`src/rtl/nanov_spi_mem_master_if.sv`:
```
// Request/response bundle between the nanoV load/store/fetch logic and the
// SPI memory master. The core side uses the master modport; the SPI engine
// uses the slave modport.
interface nanov_spi_mem_master_if;
    logic        req_valid;
    logic        req_ready;
    logic        req_write;
    logic [23:0] req_addr;
    logic [31:0] req_wdata;
    logic        rsp_valid;
    logic [31:0] rsp_rdata;

    modport master (
        output req_valid, req_write, req_addr, req_wdata,
        input  req_ready, rsp_valid, rsp_rdata
    );

    modport slave (
        input  req_valid, req_write, req_addr, req_wdata,
        output req_ready, rsp_valid, rsp_rdata
    );
endinterface

```
`src/rtl/nanov_spi_mem_master.sv`:
```
// SPI RAM master for nanoV: turns one parallel read/write request into a full
// SPI transaction (select, opcode, 24-bit address, data bytes, deselect) and
// returns a single-cycle response. Every output is a flop; the next output
// values are derived from the next FSM state so pins change on clock edges only.
module nanov_spi_mem_master #(
    parameter int         DATA_BYTES = 4,
    parameter logic [7:0] CMD_READ   = 8'h03,
    parameter logic [7:0] CMD_WRITE  = 8'h02
) (
    input  logic                         clk,
    input  logic                         rst,
    nanov_spi_mem_master_if.slave        bus,
    input  logic                         spi_data_in,
    output logic                         spi_select,
    output logic                         spi_out,
    output logic                         spi_clk_enable
);
    localparam int DW = 8 * DATA_BYTES;   // data bits per transaction
    localparam int FW = 32 + DW;          // opcode + address + data bits on MOSI

    localparam logic [5:0] CMD_LAST  = 6'd7;
    localparam logic [5:0] ADDR_LAST = 6'd23;
    localparam logic [5:0] DATA_LAST = 6'(DW - 1);

    typedef enum logic [2:0] {
        S_IDLE   = 3'd0,
        S_SELECT = 3'd1,
        S_CMD    = 3'd2,
        S_ADDR   = 3'd3,
        S_DATA   = 3'd4,
        S_DONE   = 3'd5
    } state_e;

    state_e          state_q, state_d;
    logic [5:0]      cnt_q, cnt_d;
    logic [FW-1:0]   tx_q, tx_d;
    logic [DW-1:0]   rx_q, rx_d;
    logic            write_q, write_d;
    logic            req_ready_q, req_ready_d;
    logic            rsp_valid_q, rsp_valid_d;
    logic [31:0]     rsp_rdata_q, rsp_rdata_d;
    logic            spi_select_q, spi_select_d;
    logic            spi_out_q, spi_out_d;
    logic            spi_clk_enable_q, spi_clk_enable_d;
    logic            shift_s;

    // Bytes travel lowest address first, so byte 0 of the word sits at the
    // MSB end of the wire-order vector that is shifted out MSB first.
    function automatic logic [DW-1:0] to_wire_order(input logic [31:0] word);
        logic [DW-1:0] r;
        r = '0;
        for (int i = 0; i < DATA_BYTES; i++) begin
            r[DW-1-8*i -: 8] = word[8*i +: 8];
        end
        return r;
    endfunction

    // Inverse of to_wire_order; bits above the transferred bytes stay zero.
    function automatic logic [31:0] from_wire_order(input logic [DW-1:0] bits);
        logic [31:0] r;
        r = 32'h0;
        for (int i = 0; i < DATA_BYTES; i++) begin
            r[8*i +: 8] = bits[DW-1-8*i -: 8];
        end
        return r;
    endfunction

    // Next-state, phase counter and shift-register datapath.
    always_comb begin
        state_d = state_q;
        cnt_d   = cnt_q;
        tx_d    = tx_q;
        rx_d    = rx_q;
        write_d = write_q;
        case (state_q)
            S_IDLE: begin
                if (bus.req_valid && req_ready_q) begin
                    state_d = S_SELECT;
                    cnt_d   = 6'd0;
                    write_d = bus.req_write;
                    tx_d    = {(bus.req_write ? CMD_WRITE : CMD_READ),
                               bus.req_addr,
                               (bus.req_write ? to_wire_order(bus.req_wdata) : {DW{1'b0}})};
                end else begin
                    state_d = S_IDLE;
                end
            end
            S_SELECT: begin
                state_d = S_CMD;
                cnt_d   = 6'd0;
                tx_d    = {tx_q[FW-2:0], 1'b0};
            end
            S_CMD: begin
                tx_d = {tx_q[FW-2:0], 1'b0};
                if (cnt_q == CMD_LAST) begin
                    state_d = S_ADDR;
                    cnt_d   = 6'd0;
                end else begin
                    cnt_d = cnt_q + 6'd1;
                end
            end
            S_ADDR: begin
                tx_d = {tx_q[FW-2:0], 1'b0};
                if (cnt_q == ADDR_LAST) begin
                    state_d = S_DATA;
                    cnt_d   = 6'd0;
                end else begin
                    cnt_d = cnt_q + 6'd1;
                end
            end
            S_DATA: begin
                tx_d = {tx_q[FW-2:0], 1'b0};
                // MISO only matters for reads; writes leave the receive register alone.
                if (!write_q) begin
                    rx_d = {rx_q[DW-2:0], spi_data_in};
                end else begin
                    rx_d = rx_q;
                end
                if (cnt_q == DATA_LAST) begin
                    state_d = S_DONE;
                    cnt_d   = 6'd0;
                end else begin
                    cnt_d = cnt_q + 6'd1;
                end
            end
            S_DONE: begin
                state_d = S_IDLE;
            end
            default: begin
                state_d = S_IDLE;
                cnt_d   = 6'd0;
            end
        endcase
    end

    // Next values of the registered outputs, taken from the state being entered.
    always_comb begin
        shift_s          = (state_d == S_CMD) || (state_d == S_ADDR) || (state_d == S_DATA);
        req_ready_d      = (state_d == S_IDLE);
        rsp_valid_d      = (state_d == S_DONE);
        spi_select_d     = !(shift_s || (state_d == S_SELECT));
        spi_clk_enable_d = shift_s;
        if (shift_s) begin
            spi_out_d = tx_q[FW-1];
        end else begin
            spi_out_d = 1'b0;
        end
        if (state_d == S_DONE) begin
            rsp_rdata_d = write_q ? 32'h0 : from_wire_order(rx_d);
        end else begin
            rsp_rdata_d = rsp_rdata_q;
        end
    end

    // State and output registers with synchronous reset.
    always_ff @(posedge clk) begin
        if (rst) begin
            state_q          <= S_IDLE;
            cnt_q            <= 6'd0;
            tx_q             <= '0;
            rx_q             <= '0;
            write_q          <= 1'b0;
            req_ready_q      <= 1'b0;
            rsp_valid_q      <= 1'b0;
            rsp_rdata_q      <= 32'h0;
            spi_select_q     <= 1'b1;
            spi_out_q        <= 1'b0;
            spi_clk_enable_q <= 1'b0;
        end else begin
            state_q          <= state_d;
            cnt_q            <= cnt_d;
            tx_q             <= tx_d;
            rx_q             <= rx_d;
            write_q          <= write_d;
            req_ready_q      <= req_ready_d;
            rsp_valid_q      <= rsp_valid_d;
            rsp_rdata_q      <= rsp_rdata_d;
            spi_select_q     <= spi_select_d;
            spi_out_q        <= spi_out_d;
            spi_clk_enable_q <= spi_clk_enable_d;
        end
    end

    assign bus.req_ready  = req_ready_q;
    assign bus.rsp_valid  = rsp_valid_q;
    assign bus.rsp_rdata  = rsp_rdata_q;
    assign spi_select     = spi_select_q;
    assign spi_out        = spi_out_q;
    assign spi_clk_enable = spi_clk_enable_q;
endmodule

```
`src/flat_wrapper.sv`:
```
// flat-port wrapper written by rule: the top's interface ports become plain ports
module nanov_spi_mem_master_flat 
#(
    parameter int         DATA_BYTES = 4,
    parameter logic [7:0] CMD_READ   = 8'h03,
    parameter logic [7:0] CMD_WRITE  = 8'h02
)
  (clk, rst, spi_data_in, spi_select, spi_out, spi_clk_enable, bus_req_valid, bus_req_write, bus_req_addr, bus_req_wdata, bus_req_ready, bus_rsp_valid, bus_rsp_rdata);
  nanov_spi_mem_master_if bus_i ();
  input  logic clk;
  input  logic rst;
  input  logic spi_data_in;
  output logic spi_select;
  output logic spi_out;
  output logic spi_clk_enable;
  input wire logic [$bits(bus_i.req_valid)-1:0] bus_req_valid;
  input wire logic [$bits(bus_i.req_write)-1:0] bus_req_write;
  input wire logic [$bits(bus_i.req_addr)-1:0] bus_req_addr;
  input wire logic [$bits(bus_i.req_wdata)-1:0] bus_req_wdata;
  output wire logic [$bits(bus_i.req_ready)-1:0] bus_req_ready;
  output wire logic [$bits(bus_i.rsp_valid)-1:0] bus_rsp_valid;
  output wire logic [$bits(bus_i.rsp_rdata)-1:0] bus_rsp_rdata;
  assign bus_i.req_valid = bus_req_valid;
  assign bus_i.req_write = bus_req_write;
  assign bus_i.req_addr = bus_req_addr;
  assign bus_i.req_wdata = bus_req_wdata;
  assign bus_req_ready = bus_i.req_ready;
  assign bus_rsp_valid = bus_i.rsp_valid;
  assign bus_rsp_rdata = bus_i.rsp_rdata;
  nanov_spi_mem_master #(.DATA_BYTES(DATA_BYTES), .CMD_READ(CMD_READ), .CMD_WRITE(CMD_WRITE)) u_core (.clk(clk), .rst(rst), .bus(bus_i), .spi_data_in(spi_data_in), .spi_select(spi_select), .spi_out(spi_out), .spi_clk_enable(spi_clk_enable));
endmodule
```
`config.mk`:
```
export PLATFORM = sky130hd
export DESIGN_NAME = nanov_spi_mem_master_flat
export DESIGN_NICKNAME = d
export VERILOG_FILES = /design/src/rtl/nanov_spi_mem_master_if.sv /design/src/rtl/nanov_spi_mem_master.sv /design/src/flat_wrapper.sv
export SDC_FILE = /design/constraint.sdc
export NUM_CORES = 1
export LEC_CHECK = 0
export BUFFER_PORTS_ARGS = -buffer_cell sky130_fd_sc_hd__buf_2
export CAP_MARGIN = 25
export CORE_MARGIN = 3
export CORE_UTILIZATION = 25
export CTS_BUF_LIST = sky130_fd_sc_hd__clkbuf_4
export CTS_CLUSTER_SIZE = 30
export DETAILED_ROUTE_END_ITERATION = 7
export PLACE_DENSITY = 0.39
export SLEW_MARGIN = 20
export SYNTH_ARGS = -nofsm -noshare
export SYNTH_HDL_FRONTEND = slang
export SYNTH_SLANG_ARGS = --single-unit
```
`constraint.sdc`:
```
create_clock -name clk -period 3.35 [get_ports clk]
set_input_delay 0.67 -clock clk [delete_from_list [all_inputs] [get_ports clk]]
set_output_delay 0.67 -clock clk [all_outputs]
set_load 0.02 [all_outputs]
```
; ---- Yosys cells after proc, flatten, opt, wreduce, memory -nomap -nowiden
; Index checks and enable logic that the tools add are counted.
[op_classes]
magnitude_cmp = 0
div = 0
bitwise_logic = 2
eq_ne = 14
mul = 0
mux = 17
shift = 0
addsub = 1
n_reduce_logical = 13
[ops]
columns = cell, count
row1 = 32-bit two-way mux, 4
row2 = 64-bit case mux with 2 select lines, 1
row3 = 64-bit two-way mux, 1
row4 = 6-bit case mux with 5 select lines, 1
row5 = 6-bit two-way mux, 4
row6 = 3-bit case mux with 5 select lines, 1
row7 = "3-bit by 2-bit equality test with 1-bit output, second input constant", 4
row8 = "3-bit equality test, second input constant", 4
row9 = "6-bit by 5-bit equality test with 1-bit output, second input constant", 2
row10 = 3-bit two-way mux, 3
row11 = "6-bit by 1-bit adder with 6-bit output, second input constant", 1
row12 = "3-bit by 1-bit equality test with 1-bit output, second input constant", 2
row13 = "6-bit by 3-bit equality test with 1-bit output, second input constant", 1
row14 = 3-bit logical NOT, 2
row15 = 2-bit AND reduction, 3
row16 = 4-bit OR reduction, 1
row17 = 1-bit logical OR, 3
row18 = 1-bit two-way mux, 2
row19 = "2-bit by 1-bit inequality test with 1-bit output, second input constant", 1
row20 = 1-bit inverter, 2
row21 = 2-bit nonzero test, 1
row22 = 2-bit OR reduction, 1
row23 = 1-bit logical AND, 1
row24 = 1-bit logical NOT, 1
[word_totals]
register_bits = 143
mem_bits_rw = 0
output_inout_bits = 37
elab_cells = 58
in_bits = 61
latch_bits = 0
memories = 0
mem_bits_ro = 0

; ---- Depth between registers and ports, before layout
[logic_depth]
word_depth = 8
ltp_mapped = 8
ltp_nobuf = 5

; ---- Least setup slack after synthesis
; OpenSTA, ideal clock, no wires.
[synth_timing]
path_kind = input port to flip-flop
startpoint = in bus_req_valid
endpoint = reg u_core.tx_q[12]
t_arrival_ns = 1.723
cell_stages = 6
setup_time_ns = 0.142
n_path_buf = 2
setup_slack_ns = 1.485
required_time_ns = 3.208
cell_sequence = nand2_1 > or4_1 > clkbuf_1 > clkbuf_1 > nand2_1 > a311oi_1
[synth_between]
elab_chain_len = 3
[synth_lines]
columns = element, line_no
row1 = from (decl), flat_wrapper.sv:16  ; input wire logic [$bits(bus_i.req_valid)-1:0] bus_req_valid;
row2 = 1-bit logical AND, nanov_spi_mem_master.sv:77  ; if (bus.req_valid && req_ready_q) begin
row3 = 2-bit by 1-bit inequality test with 1-bit output (no source line), n/a
row4 = 2-bit AND reduction (no source line), n/a
row5 = to (signal assigned), nanov_spi_mem_master.sv:172  ; tx_q <= tx_d;
row6 = to (decl), nanov_spi_mem_master.sv:36  ; logic [FW-1:0] tx_q, tx_d;
; Every way passes these cells.
; A chain may end at the register's enable or synchronous reset.

; ---- Final worst setup path
[layout_timing]
startpoint = reg u_core.state_q[2]
endpoint = reg u_core.rsp_rdata_q[0] (netlist: u_core.bus.rsp_rdata[0])
[layout_between]
elab_chain_len = 3
elab_cells_between_ends = 12
[layout_lines]
columns = element, line_no
row1 = from (decl), nanov_spi_mem_master.sv:34  ; state_e state_q, state_d;
row2 = from (signal assigned), nanov_spi_mem_master.sv:170  ; state_q <= state_d;
row3 = 3-bit equality test (tied with other cells), nanov_spi_mem_master.sv:75  ; case (state_q)
row4 = 3-bit case mux with 5 select lines / 32-bit two-way mux (equally long branches), nanov_spi_mem_master.sv:75
row5 = 3-bit equality test / 32-bit two-way mux (equally long branches), "nanov_spi_mem_master.sv:148, nanov_spi_mem_master.sv:149"
row6 = to (signal assigned), nanov_spi_mem_master.sv:177  ; rsp_rdata_q <= rsp_rdata_d;
row7 = to (decl), nanov_spi_mem_master.sv:41  ; logic [31:0] rsp_rdata_q, rsp_rdata_d;
; Parallel ways exist; a longest one is shown, timed or not.

==> impl_metrics.py <==
metrics = {
    "yosys": {
        "syn_area_per_cell_um2": 8.244,
        "yosysWarnings": 0,
        "synth_edf_count": 0,
        "syn-num-nets": 748,
        "yosysSeqAreaShare": 0.5027,
        "synthTopCellsByArea": "dfxtp_1 (50%), nand2_1 (11%), a311oi_1 (8.2%), nor2_1 (5.6%), a21oi_1 (5.0%)",
        "yosysUniqueCellTypes": 43,
        "async_flop_share": 0,
        "synth_ff_type": "dfxtp_1",
        "yosysTopAreaCellShare": 0.5027,
        "netlist_area_um2": 5655,
        "netlist_instances": 686,
        "yosys.area.top_type": "dfxtp_1",
        "synth_seq_cells": 142,
    },
    "placement": {
        "placed_cell_area_um2": 6320,
        "dp_hpwl_mm": 9.000,
        "port_buffers": 97,
        "place_congestion": 0.7162,
        "placedCellCount": 1009,
        "pre_cts_ws_ns": 0.9950,
    },
    "cts": {
        "cts_buffers": 17,
        "cts_setup_buffers": 0,
        "insertion_delay_ns": 0.55,
        "cts_tree": "done",
        "clk_pin_slew_ns": 0.15,
        "cts.repair.resized": 0,
        "cts_sinks": 142,
        "cts_hold_buf": 0,
        "clockBufferDepth": 2,
        "h-tree-depth": 4,
        "cts_root_buf": "clkbuf_4",
    },
    "pwr": {
        "power.internal_mw": 2.382,
        "power_mw": 3.374,
        "power_density_nw_per_um2": 508.2,
        "p_comb_frac": 0.098,
        "peakVddDrop_mv": 0.2057,
        "power_frac_seq": 0.541,
        "p_leak_nw": 2.449,
        "p_sw_uw": 992.4,
        "power_switching_share": 0.2941,
        "clock_power_share": 0.362,
    },
    "routing": {
        "totalWireLength_mm": 14.61,
        "drt_first_pass_iters": 4,
        "ant_nets": 0,
        "wl_per_cell_um": 14.02,
        "num_vias": 4920,
        "routed_via_density": 4.722,
        "drc": 0,
        "dr.first_iter.drc_count": 248,
    },
    "die": {
        "die_height_um": 156.4,
        "die_width_um": 156.4,
        "rows": 54,
        "pin_count": 98,
        "die_area_um2": 24460,
        "core-area_um2": 22030,
        "start_util": 0.2568,
    },
    "setup_path": {
        "rr_worst_depth": 5,
        "crit_type": "flip-flop to flip-flop",
        "critPathMaxFanout": 13,
        "crit_arrival_ns": 2.80,
        "endpoint_kind": "flip-flop",
        "worst_setup_path_start_kind": "flip-flop",
        "required_ns": 3.82,
    },
    "timing": {
        "drv_slew": 0,
        "worst_pin_slew_ns": 0.7743,
        "relSlewSlack": 0.4838,
        "setup_viol": 0,
        "whs_ns": 0.3736,
        "skew_ns": 0.03031,
        "finalCriticalPeriod_ns": 2.334,
        "tns_ns": 0,
        "rsz0062_at_grt": "false",
        "postLayoutSetupSlackWorst_ns": 1.016,
        "fin_crit_sh": 0.6967,
        "fmax_mhz": 428.5,
        "hold_viol": 0,
    },
    "global_route": {
        "antenna_found_initial": 1,
        "grt_pass1_vias": 4718,
        "grt_use_total": 0.1209,
        "gr-total-overflow": 0,
        "grt_max_degree": 118,
        "grt_pass1_wl_mm": 24.16,
    },
    "run_status": {
        "outcome": "completed",
    },
    "final_layout": {
        "fin_nets": 810,
        "final_cell_mix": "nand2_1 (167), dfxtp_1 (142), buf_2 (96)",
        "fin_area_um2": 6640,
        "stdcell_count": 1042,
        "layout_commonest_cell": "nand2_1",
        "syn_to_final_growth_pct": 17.41,
        "final_core_utilization": 0.3015,
        "nFillCells": 2387,
        "drive_gt1_frac": 0.1958,
    },
    "min_path": {
        "hold_depth": 3,
        "hold_class": "input pin to flip-flop",
    },
    "flow_run": {
        "maxCapViolCount": 0,
    },
}
routing by layer:
layer	routed length, um	part of all wire	track usage
met1	7279	0.50	0.1662
met2	6604	0.45	0.1893
met3	617	0.042	0.02876
met4	108	0.0074	0.03501
met5	0	0	0
cells in the mapped netlist, drive strengths merged, types with 2 or more instances:
cell type,instances
o22ai,2
xnor2,3
dfxtp,142
a21o,2
a22oi,25
a32oi,3
a311oi,53
nand2,167
a21oi,56
nor2b,3
clkbuf,37
buf,27
a31oi,3
nor2,84
nor3,7
nand3b,7
and2,2
o21ai,3
nand2b,3
nand3,40
worst paths after layout:
path              slack (ns)                                   end                    startpoint
hold / removal          0.37          u_core.tx_q[44]$_SDFFE_PP0P_              bus_req_addr[12]
setup reg to reg        1.02  u_core.bus.rsp_rdata[0]$_SDFFE_PP0P_  u_core.state_q[2]$_SDFF_PP0_
setup / recovery        1.02  u_core.bus.rsp_rdata[0]$_SDFFE_PP0P_  u_core.state_q[2]$_SDFF_PP0_
hold reg to reg         0.45          u_core.tx_q[61]$_SDFFE_PP0P_  u_core.tx_q[60]$_SDFFE_PP0P_
area by class of cell:
| class | count | area, um^2 | area share |
|---|---|---|---|
| timing repair buffer | 107 | 588.1 | 0.08856 |
| clock buffer | 17 | 127.6 | 0.01922 |
| tap | 280 | 350.3 | 0.05276 |
| multi-input combinational | 479 | 2535 | 0.3818 |
| antenna | 1 | 2.502 | 0.0003769 |
| clock inverter | 15 | 190.2 | 0.02864 |
| sequential | 142 | 2843 | 0.4281 |
| inverter | 1 | 3.754 | 0.0005653 |
state kept, by name (all words and copies together) (netlist names):
name	count
u_core.bus.rsp_rdata	32
u_core.write_q	1
u_core.tx_q	64
u_core.bus.rsp_valid	1
u_core.state_q	3
u_core.spi_clk_enable	1
u_core.bus.req_ready	1
u_core.rx_q	31
u_core.spi_select	1
u_core.cnt_q	6
u_core.spi_out	1
cells by family after synthesis:
logic type      synth area share
compound gates            0.1925
xor+xnor                0.006196
fa+ha+maj               0.002212
buf+inv                  0.05464
flops                     0.5027
mux                     0.001770
simple gates              0.2400
worst max-delay path: stages (launching register included):
cell	delay, ns
dfxtp_1	0.71
or4b_1	0.56
nor3_4	0.51
buf_4	0.31
a22oi_1	0.08
nor2_1	0.11
power by group through the flow:
stage,clock network (mW),logic (mW),registers [mW]
after global placement,0,0.330,1.86
after CTS,1.28,0.335,1.83
after detailed placement,0,0.335,1.86
after floorplan,0,0.235,1.85
after global routing,1.36,0.375,1.84
final,1.22,0.329,1.83
Power figures use the tool's default switching activity.
